`config.mk`:
```
export PLATFORM = sky130hd
export DESIGN_NAME = alarm_trigger
export DESIGN_NICKNAME = d
export VERILOG_FILES = /design/src/rtl/alarm_trigger.sv
export SDC_FILE = /design/constraint.sdc
export NUM_CORES = 1
export LEC_CHECK = 0
export ABC_AREA = 1
export CORE_MARGIN = 2
export CORE_UTILIZATION = 41
export DETAILED_ROUTE_END_ITERATION = 8
export HOLD_SLACK_MARGIN = 0.1
export PLACE_DENSITY_LB_ADDON = 0.2
export SLEW_MARGIN = 40
export SYNTH_ARGS = -nofsm -noshare
export SYNTH_HDL_FRONTEND = slang
export SYNTH_SLANG_ARGS = --single-unit
```
`constraint.sdc`:
```
create_clock -name clk -period 3.92 [get_ports clk]
set_input_delay 1.176 -clock clk [delete_from_list [all_inputs] [get_ports clk]]
set_output_delay 1.176 -clock clk [all_outputs]
set_load 0.02 [all_outputs]
```
`src/rtl/alarm_trigger.sv`:
```
// alarm_trigger: 24h clock with a settable alarm, mode control and a registered alarm-match flag.
module alarm_trigger #(
   parameter int unsigned CLK_DIV = 50000000
) (
   input  logic       clk,
   input  logic       reset,
   input  logic       mode_btn,
   input  logic       inc_hour,
   input  logic       inc_min,
   input  logic       alarm_en_btn,
   output logic [4:0] cur_hour,
   output logic [5:0] cur_min,
   output logic [5:0] cur_sec,
   output logic [4:0] alm_hour,
   output logic [5:0] alm_min,
   output logic [1:0] mode,
   output logic       alarm_on,
   output logic       alarm_trig
);
   typedef enum logic [1:0] {RUN = 2'b00, SET_TIME = 2'b01, SET_ALARM = 2'b10, BAD = 2'b11} mode_t;
   localparam int PW = $clog2(CLK_DIV);
   localparam logic [PW-1:0] LAST = PW'(CLK_DIV - 1);
   mode_t         mode_q, mode_d;
   logic [PW-1:0] pre_q, pre_d;
   logic [4:0]    hour_q, hour_d, alm_hour_q, alm_hour_d;
   logic [5:0]    min_q, min_d, sec_q, sec_d, alm_min_q, alm_min_d;
   logic          on_q, on_d, trig_q, trig_d, tick;
   always_comb begin
      mode_d = (mode_q == BAD) ? RUN : !mode_btn ? mode_q :
               (mode_q == RUN) ? SET_TIME : (mode_q == SET_TIME) ? SET_ALARM : RUN;
      tick   = (pre_q == LAST);
      pre_d  = (mode_d == SET_TIME || tick) ? '0 : pre_q + 1'b1;
      on_d   = on_q ^ alarm_en_btn;
      trig_d = (hour_q == alm_hour_q) && (min_q == alm_min_q) && (mode_q != SET_TIME);
   end
   // Pulses act on the current mode; entering SET_TIME zeroes seconds on the same edge.
   always_comb begin
      sec_d      = sec_q;
      min_d      = min_q;
      hour_d     = hour_q;
      alm_hour_d = alm_hour_q;
      alm_min_d  = alm_min_q;
      if (tick) begin
         sec_d = (sec_q == 6'd59) ? '0 : sec_q + 6'd1;
         if (sec_q == 6'd59) min_d = (min_q == 6'd59) ? '0 : min_q + 6'd1;
         if (sec_q == 6'd59 && min_q == 6'd59) hour_d = (hour_q == 5'd23) ? '0 : hour_q + 5'd1;
      end
      if (mode_q == SET_TIME) begin
         if (inc_hour) hour_d = (hour_q == 5'd23) ? '0 : hour_q + 5'd1;
         if (inc_min) min_d = (min_q == 6'd59) ? '0 : min_q + 6'd1;
      end
      if (mode_q == SET_ALARM) begin
         if (inc_hour) alm_hour_d = (alm_hour_q == 5'd23) ? '0 : alm_hour_q + 5'd1;
         if (inc_min) alm_min_d = (alm_min_q == 6'd59) ? '0 : alm_min_q + 6'd1;
      end
      if (mode_d == SET_TIME) sec_d = '0;
   end
   always_ff @(posedge clk) begin
      if (reset) begin
         mode_q     <= RUN;
         pre_q      <= '0;
         hour_q     <= '0;
         min_q      <= '0;
         sec_q      <= '0;
         alm_hour_q <= 5'd6;
         alm_min_q  <= '0;
         on_q       <= 1'b0;
         trig_q     <= 1'b0;
      end else begin
         mode_q     <= mode_d;
         pre_q      <= pre_d;
         hour_q     <= hour_d;
         min_q      <= min_d;
         sec_q      <= sec_d;
         alm_hour_q <= alm_hour_d;
         alm_min_q  <= alm_min_d;
         on_q       <= on_d;
         trig_q     <= trig_d;
      end
   end
   assign cur_hour   = hour_q;
   assign cur_min    = min_q;
   assign cur_sec    = sec_q;
   assign alm_hour   = alm_hour_q;
   assign alm_min    = alm_min_q;
   assign mode       = mode_q;
   assign alarm_on   = on_q;
   assign alarm_trig = trig_q;
endmodule

```
==> flow_results.org, run 1 <==
** Hold path
- In this run the worst hold path is classified as flip-flop to flip-flop.

** STA
- Slew headroom :: 0.662
- At the pin with the least slew margin, the transition time is slightly above 500 ps.
- Setup repair after global routing left no endpoint under its margin.
- Setup total negative slack on the finished layout was measured at 0 ps.
- Timing-limited maximum frequency :: between 0.3 and 0.4 GHz
- For the final database, setup skew stands at approximately 8.5 ps.
- Setup violations remaining at the end of the flow were counted as 0.
- Clock period minus worst slack :: about 2800 ps
- The number of max-slew violations in the final report was 0.
- The hold violation total from the final report was 0.
- Period utilisation layout :: 0.721

** Detailed routing
- Number of routed nets with antenna violations :: 0
- Number of design rule violations left after detail routing :: 0
- The first TritonRoute pass finished after 5 iterations.
- DR vias :: 2945
- The routed design has around 7 mm of wire.
- Iter 0 DRT Violations :: roughly 190
- After detailed routing, the average wire length per cell comes to approximately 11 um.
- Ratio of routed vias to standard cells :: about 5

** Worst setup path
- Slowest stage cell on the critical path :: sky130_fd_sc_hd__clkdlybuf4s50_1
- For the worst setup path, the data arrival time is around 3100 ps.
- Cell mode on critical path :: sky130_fd_sc_hd__inv_1
- Largest fanout of any net on the critical path :: 21
- CP Launch Type :: primary input
- Largest stage delay on the critical path :: 530 ps
- The worst setup path is captured at a flip-flop.
- Among cell families on the critical path, the largest total delay comes from buffers and inverters.
- Critical setup path kind :: primary input to flip-flop
- Walking the worst path, the cells encountered are clkdlybuf4s50_1 > nand2_1 > inv_1 > nor3_1 > nor2_1 > nand2_2 > inv_1 > o21ai_0 > a21oi_1.
- Req. time, crit path :: roughly 4200 ps
- Worst path bufs/invs :: 3

** Run status
- Outcome :: finished clean

** Floorplanning
- Vert. Die Dim :: approximately 90 um
- Chip Width :: about 90 um
- The floorplan step defined a die boundary enclosing 0.00843 mm^2.
- # IOs :: 38
- Core Area :: 0.00761 mm^2
- The initial utilization of the core area, before any placement, comes to 0.415.
- The initialized floorplan defines 32 standard-cell rows.

** Synth
- Cell count after synthesis :: around 460
- Dividing the synthesized area by the synthesized cell count gives between 6 and 7 um^2.
- When the netlist entered floorplanning its net count stood at around 470.
- Ys flop type :: sky130_fd_sc_hd__dfxtp_1
- Synth Register Bits :: slightly below 60
- Yosys attributes the largest share of cell area to sky130_fd_sc_hd__dfxtp_1 37%, sky130_fd_sc_hd__nand2_1 12%, sky130_fd_sc_hd__nor2_1 7.4%.
- Post-synth EDFFs :: 0
- Sequential-to-total area share from yosys stat :: 0.367
- Among all cell types in the netlist, the one instantiated most often is sky130_fd_sc_hd__nand2_1.
- Top-area cell type share of the netlist area :: 0.367
- Counting instances in the post-synthesis netlist gives the leading cell types as 99 x sky130_fd_sc_hd__nand2_1, 62 x sky130_fd_sc_hd__nor2_1, 60 x sky130_fd_sc_hd__inv_1.
- Proportion of synthesized flip-flops having asynchronous set or reset :: 0
- Post-synth design cell area :: 0.00316 mm^2
- Count of distinct cell types in the synthesized netlist :: 37
- During synthesis, Yosys emitted a total of 0 warnings.
- Of all cell types, the one taking the most synthesized area is sky130_fd_sc_hd__dfxtp_1.

** Clock network
- Buffers inserted to repair hold after CTS numbered 0.
- In this run the clock root is driven by a sky130_fd_sc_hd__clkbuf_8.
- Clock tree from TritonCTS :: yes
- Worst-case clock buffer depth :: 2
- Buffers added to address setup during post-CTS repair amount to 0.
- At the later pin of the worst-skew pair, clock insertion delay measures 330 ps.
- Clock H-tree levels :: 3
- Post-CTS Resized :: 0
- In this run, CTS created clock tree buffers numbering 9.
- Clock-pin slew on the worst setup and hold paths :: about 60 ps
- Counting every sink on the clock net gives 58.

** Placement
- I/O Buffers :: 37
- The HPWL after detailed placement is between 5 and 6 mm.
- Once placement finished, the instance area stood at roughly 0.0036 mm^2.
- Including well taps, the total number of placed cells is between 500 and 600.
- The congestion estimate from routability-driven global placement came to between 0.7 and 0.8.

** Layout
- At the end of the flow, the number of nets in the layout was 510.
- The area growth from synthesis to layout is 20.7%.
- Inserted Diodes :: 0
- In the final layout, the share of cells above drive strength 1 is 0.103.
- In the final layout, the multi-input gates occupy about 0.0017 mm^2.
- Cell Count, Final, Fillers Out :: between 600 and 700
- Summing all flip-flop and latch instances after layout gives approximately 0.0012 mm^2.
- The finished cells cover 0.00382 mm^2.
- Fill cell instance count of the final layout :: between 700 and 800

** Job
- The tool flagged a number of max-cap violations equal to 0.

** Global routing
- The via count of the first global-routing pass came to 2702.
- Global-route wire length before repair :: ~12 mm
- Across every metal layer, demand over resource in global routing totals 0.178.
- Global routing finished with a remaining overflow of 0.
- The number of antenna violations at the first check in global routing was 0.
- Largest net degree at the start of global routing :: 22

** Power
- Maximum vdd ir drop :: approximately 150 uV
- Leakage :: roughly 1.5 nW
- Power per Cell Area :: 329 mW/mm^2
[layout make-up]
type / instances / share of cell area
Sequential cell: 58 / 0.304
Inverter: 67 / 0.0659
Clock buffer: 12 / 0.0407
Tap cell: 102 / 0.0334
Clock inverter: 4 / 0.0131
Timing Repair Buffer: 37 / 0.0970
Multi-Input combinational cell: 325 / 0.446
[cells by family (layout without fill, tap and decap cells)]
family	Yosys count	after routing	share of synthesized area
AO/OA/AOI/OAI	56	56	0.101
AND/OR/NAND/NOR	245	245	0.363
adder cells (fa/ha/maj)	6	6	0.0238
buffers and inverters	72	120	0.0946
XOR/XNOR	18	18	0.0499
flip-flops	58	58	0.367
[placed cells by master (no fill, tap or decap), types with 5 or more instances in the layout]
cell type and instances:
sky130_fd_sc_hd__clkbuf_8 11, sky130_fd_sc_hd__a21oi_1 24, sky130_fd_sc_hd__ha_1 6, sky130_fd_sc_hd__xnor2_1 6
sky130_fd_sc_hd__clkdlybuf4s50_1 37, sky130_fd_sc_hd__nand2_2 8, sky130_fd_sc_hd__dfxtp_1 58, sky130_fd_sc_hd__inv_1 60
sky130_fd_sc_hd__nand2_1 99, sky130_fd_sc_hd__a21oi_2 5, sky130_fd_sc_hd__inv_2 6, sky130_fd_sc_hd__xor2_1 12
sky130_fd_sc_hd__nor2_1 62, sky130_fd_sc_hd__nand3_1 23, sky130_fd_sc_hd__nor3_1 19, sky130_fd_sc_hd__o21ai_0 13
sky130_fd_sc_hd__nand4_1 6
[flip-flops by register name (all words and copies together) (netlist names)]
register and count:
alarm_on 1, alarm_trig 1, alm_hour 5, alm_min 6, cur_hour 5, cur_min 6
cur_sec 6, mode 2, pre_q 26
[worst reg2reg max path: stages (launching register included)]
cell                      delay, ps
sky130_fd_sc_hd__dfxtp_1        350
sky130_fd_sc_hd__ha_1           190
sky130_fd_sc_hd__nand2_1        110
sky130_fd_sc_hd__nor2_4         120
sky130_fd_sc_hd__nand2_2         90
sky130_fd_sc_hd__nor2_4         160
sky130_fd_sc_hd__nand3_2        130
sky130_fd_sc_hd__nand2_2        380
sky130_fd_sc_hd__inv_1          220
sky130_fd_sc_hd__o21ai_0        130
sky130_fd_sc_hd__a21oi_1         60
[stage by stage]
step / hold slack (ps) / utilization / total power [mW] / worst slack (ps)
after floorplan: 417 / - / 0.678 / 1840
after global placement: 438 / 0.475 / 0.705 / 839
after detailed placement: 438 / 0.475 / 0.706 / 760
after CTS: 447 / 0.502 / 1.27 / 1100
after global routing: 475 / 0.502 / 1.31 / 831
final: 445 / 0.502 / 1.26 / 1090
[where the power goes]
group | total [mW] | switching, mW | internal, mW | leakage, nW
registers | 0.610 | 0.0116 | 0.598 | 0.469
logic | 0.0828 | 0.0495 | 0.0332 | 0.940
clock network | 0.564 | 0.237 | 0.327 | 0.0986
[path summary, 6_finish.rpt]
kind / startpoint / endpoint / slack (ps) / cells after the start
min reg2reg: pre_q[0] / pre_q[0] / 440 / 1
min: pre_q[0] / pre_q[0] / 440 / 1
max: mode_btn / pre_q[22] / 1090 / 9
max reg2reg: pre_q[0] / pre_q[22] / 1870 / 10
[metal layers]
| metal | GRT usage | part of all wire | up-vias |
|---|---|---|---|
| li1 | - | - | 1544 |
| met1 | 0.244 | 0.51 | 1336 |
| met2 | 0.273 | 0.44 | 55 |
| met3 | 0.0353 | 0.034 | 10 |
| met4 | 0.0784 | 0.015 | 0 |
| met5 | 0 | 0 | - |
(Power assumes the default switching activity.)
==> run 2: changes to the inputs <==
==> constraint.sdc (replaced) <==
create_clock -name clk -period 2.5 [get_ports clk]
set_input_delay 0.75 -clock clk [delete_from_list [all_inputs] [get_ports clk]]
set_output_delay 0.75 -clock clk [all_outputs]
set_load 0.02 [all_outputs]
==> flow_results.org, run 2 (synthesis results as in run 1) <==
** Run status
- Outcome: finished clean (unchanged).

** Worst setup path
- The maximum single-stage delay on the critical path was 660 ps (was 530 ps).
- CP Launch Type :: flip-flop (was primary input)
- The nature of the critical path endpoint is an output port (was flip-flop).
- The launch point of the critical path was cur_min[4] (was mode_btn).
- Ordered cell list for the critical path: clkdlybuf4s50_1 (was clkdlybuf4s50_1 > nand2_1 > inv_1 > nor3_1 > nor2_1 > nand2_2 > inv_1 > o21ai_0 > a21oi_1).
- The end of the critical path is cur_min[4] (was pre_q[22]).
- Source of the worst register-to-register timing path :: pre_q[0] (unchanged)
- The critical path buffer and inverter count was 1 (was 3).
- Req. time, crit path :: 1750 ps (was 4180 ps)
- The worst reg-to-reg setup slack came to 730 ps (was 1870 ps).
- The top cell family by delay on the critical path was buffers and inverters (unchanged).
- The largest driver fanout on the critical path came to 5 (was 21).
- The number of cells on the critical path was 1 (was 9).
- The arrival time reported for the critical path endpoint is 1460 ps (was 3090 ps).
- The number of cells on the worst reg-to-reg path was 10 (unchanged).
- Capture instance of the worst register-to-register path :: pre_q[14] (was pre_q[22])
- The cell with the biggest individual delay on the critical path is sky130_fd_sc_hd__clkdlybuf4s50_1 (unchanged).
- The critical path start-end classification is flip-flop to output port (was primary input to flip-flop).

** Clock network
- The total of hold buffers inserted after clock tree synthesis is 0 (unchanged).
- Clock insertion delay at the later pin of the skew report :: 340 ps (was 330 ps)
- The clock-pin slew on the worst setup and hold paths came to 60 ps (about the same).
- Number of clock sinks seen by CTS :: 58 (unchanged)
- The number of CTS-inserted buffers was 9 (unchanged).
- The maximum count of clock buffers along a single path came to 2 (unchanged).
- The clock root buffer was sky130_fd_sc_hd__clkbuf_8 (unchanged).
- The setup fix buffers added after clock tree synthesis came to 0 (unchanged).
- The number of H-tree levels was 3 (unchanged).
- Post-CTS Resized :: 0 (unchanged)
- Clock tree from TritonCTS :: yes (unchanged)

** STA
- The worst path in the final design needs a cycle of between 2000 and 2500 ps, including I/O delays and setup.
- RSZ-0062 raised after global routing: no (unchanged).
- In the finished design, the share of the clock period the worst path needs comes to 0.884.
- The final setup violation count was 0 (unchanged).
- The setup skew after layout is 8.42 ps (was 8.47 ps).
- The hold violation total from the final report was 0 (unchanged).
- Setup TNS after final layout :: 0 ps (unchanged)
- Post-route worst hold slack :: 463 ps (was 445 ps)
- Final Max Tran Viols :: 0 (unchanged)
- Based on the critical path, the design can be clocked at up to approximately 0.45 GHz.
- Actual slew at the worst max-slew pin :: 393 ps (was 504 ps)
- The relative slew slack was 0.736 (was 0.662).

** Detailed routing
- The number of iterations in the first detailed-routing pass was 5 (unchanged).
- The uppermost layer routed is met4 (unchanged).
- Wire length on met3 :: 283 um (was 235 um)
- Number of routed nets with antenna violations :: 0 (unchanged)
- Final wirelength :: 7.12 mm (was 6.92 mm)
- The detailed-route wire length per cell was 11.7 um (was 11.4 um).
- The routed via count was 2944 (was 2945).
- Iter 0 DRT Violations :: 113 (was 192)
- Ratio of routed vias to standard cells :: 4.83 (was 4.87)
- The met1 routed wirelength after detailed routing came to 3.70 mm (was 3.54 mm).
- The routed wire length on met2 came to 3.03 mm (was 3.04 mm).
- Number of design rule violations left after detail routing :: 0 (unchanged)

** Floorplanning
- The vertical die dimension was 91.8 um (unchanged).
- Starting utilization of the core area :: 0.415 (unchanged)
- Die ar. :: 0.00843 mm^2 (unchanged)
- The core footprint came to 0.00761 mm^2 (unchanged).
- # IOs :: 38 (unchanged)
- Chip Width :: 91.8 um (unchanged)
- The number of cell rows came to 32 (unchanged).

** Layout
- Most common library cell in the layout ignoring fill and taps :: sky130_fd_sc_hd__nand2_1 (unchanged)
- Commonest cells after routing, fill and taps aside: 99 x sky130_fd_sc_hd__nand2_1, 62 x sky130_fd_sc_hd__nor2_1, 60 x sky130_fd_sc_hd__inv_1 (unchanged).
- The antenna cell count was 0 (unchanged).
- Top reg by flops :: pre_q (unchanged)
- Fill cell instance count of the final layout :: 791 (was 767)
- Largest register FFs :: 26 (unchanged)
- The post-layout instance area is 0.00386 mm^2 (was 0.00382 mm^2).
- The net count reported at finish is 515 (was 510).
- Layout area overhead :: 22.1% (was 20.7%)
- Fraction of layout instances using a drive strength above 1 :: 0.108 (was 0.103)

** Global routing
- Total routing resource utilization after global routing :: 0.180 (was 0.178)
- Total overflow reported by the global router :: 0 (unchanged)
- The wire length of the first global-routing pass was 12.3 mm (was 12.2 mm).
- Number of antenna violations at the first check in global routing :: 0 (unchanged)
- The largest net degree at the start of global routing is 18 (was 22).
- The via count of the first global-routing pass is 2683 (was 2702).

** Placement
- The total cell area at the placement stage is 0.00366 mm^2 (was 0.00361 mm^2).
- Post-detailed-placement half-perimeter wirelength :: 5.42 mm (was 5.28 mm)
- The global placer's final weighted congestion was 0.878 (was 0.784).
- I/O Buffers :: 37 (unchanged)

** Power
- The total power per unit cell area was 513 mW/mm^2 (was 329 mW/mm^2).
- The leakage power of the design was 1.54 nW (was 1.51 nW).
- Maximum vdd ir drop :: 240 uV (was 153 uV)

** Job
- Max Cap Viol :: 0 (unchanged)

** Hold path
- Min-Delay Path Class :: flip-flop to flip-flop (unchanged)
run 2: cell count changes in the layout (fill, tap and decap cells not counted):
cell | before | now
sky130_fd_sc_hd__buf_12 | 0 | 1
sky130_fd_sc_hd__buf_4 | 0 | 4
sky130_fd_sc_hd__clkinvlp_4 | 2 | 0
sky130_fd_sc_hd__clkbuf_1 | 1 | 3
run 2: per-stage QoR:
stage               std cells  setup slack, ps   util  total power, mW
floorplan                 455              843      -             1.06
global placement          594              286  0.481             1.12
detailed placement        594              261  0.481             1.12
CTS                       610              264  0.507             2.00
global route              610              209  0.507             2.06
finish                    610              290  0.507             1.98
run 2: worst min path at each step:
stage	startpoint	to	slack (ps)	cells after the start
2_1_floorplan	pre_q[0]	pre_q[0]	420	1
3_3_place_gp	pre_q[0]	pre_q[0]	440	1
3_5_place_dp	pre_q[0]	pre_q[0]	440	1
4_1_cts	pre_q[0]	pre_q[0]	460	1
5_1_grt	pre_q[0]	pre_q[0]	480	1
6_report	pre_q[0]	pre_q[0]	460	1
run 2: cell type report:
class	count	area, um^2	share of cell area
inverter	67	251	0.0652
clock buffer	14	163	0.0422
clock inverter	2	35.0	0.00908
tap	102	128	0.0331
multi-input combinational	325	1700	0.441
timing repair buffer	42	420	0.109
sequential	58	1160	0.301
run 2: power breakdown:
part	leakage [nW]	switching [mW]	internal (mW)
logic	0.970	0.0803	0.0615
clock network	0.101	0.367	0.515
registers	0.469	0.0178	0.938
total	1.54	0.465	1.51
run 2: metal layers:
layer  up-vias  GRT usage
met3         9     0.0419
met2        54      0.265
met4         0     0.0672
met1      1330      0.257
met5         -          0
li1       1551          -
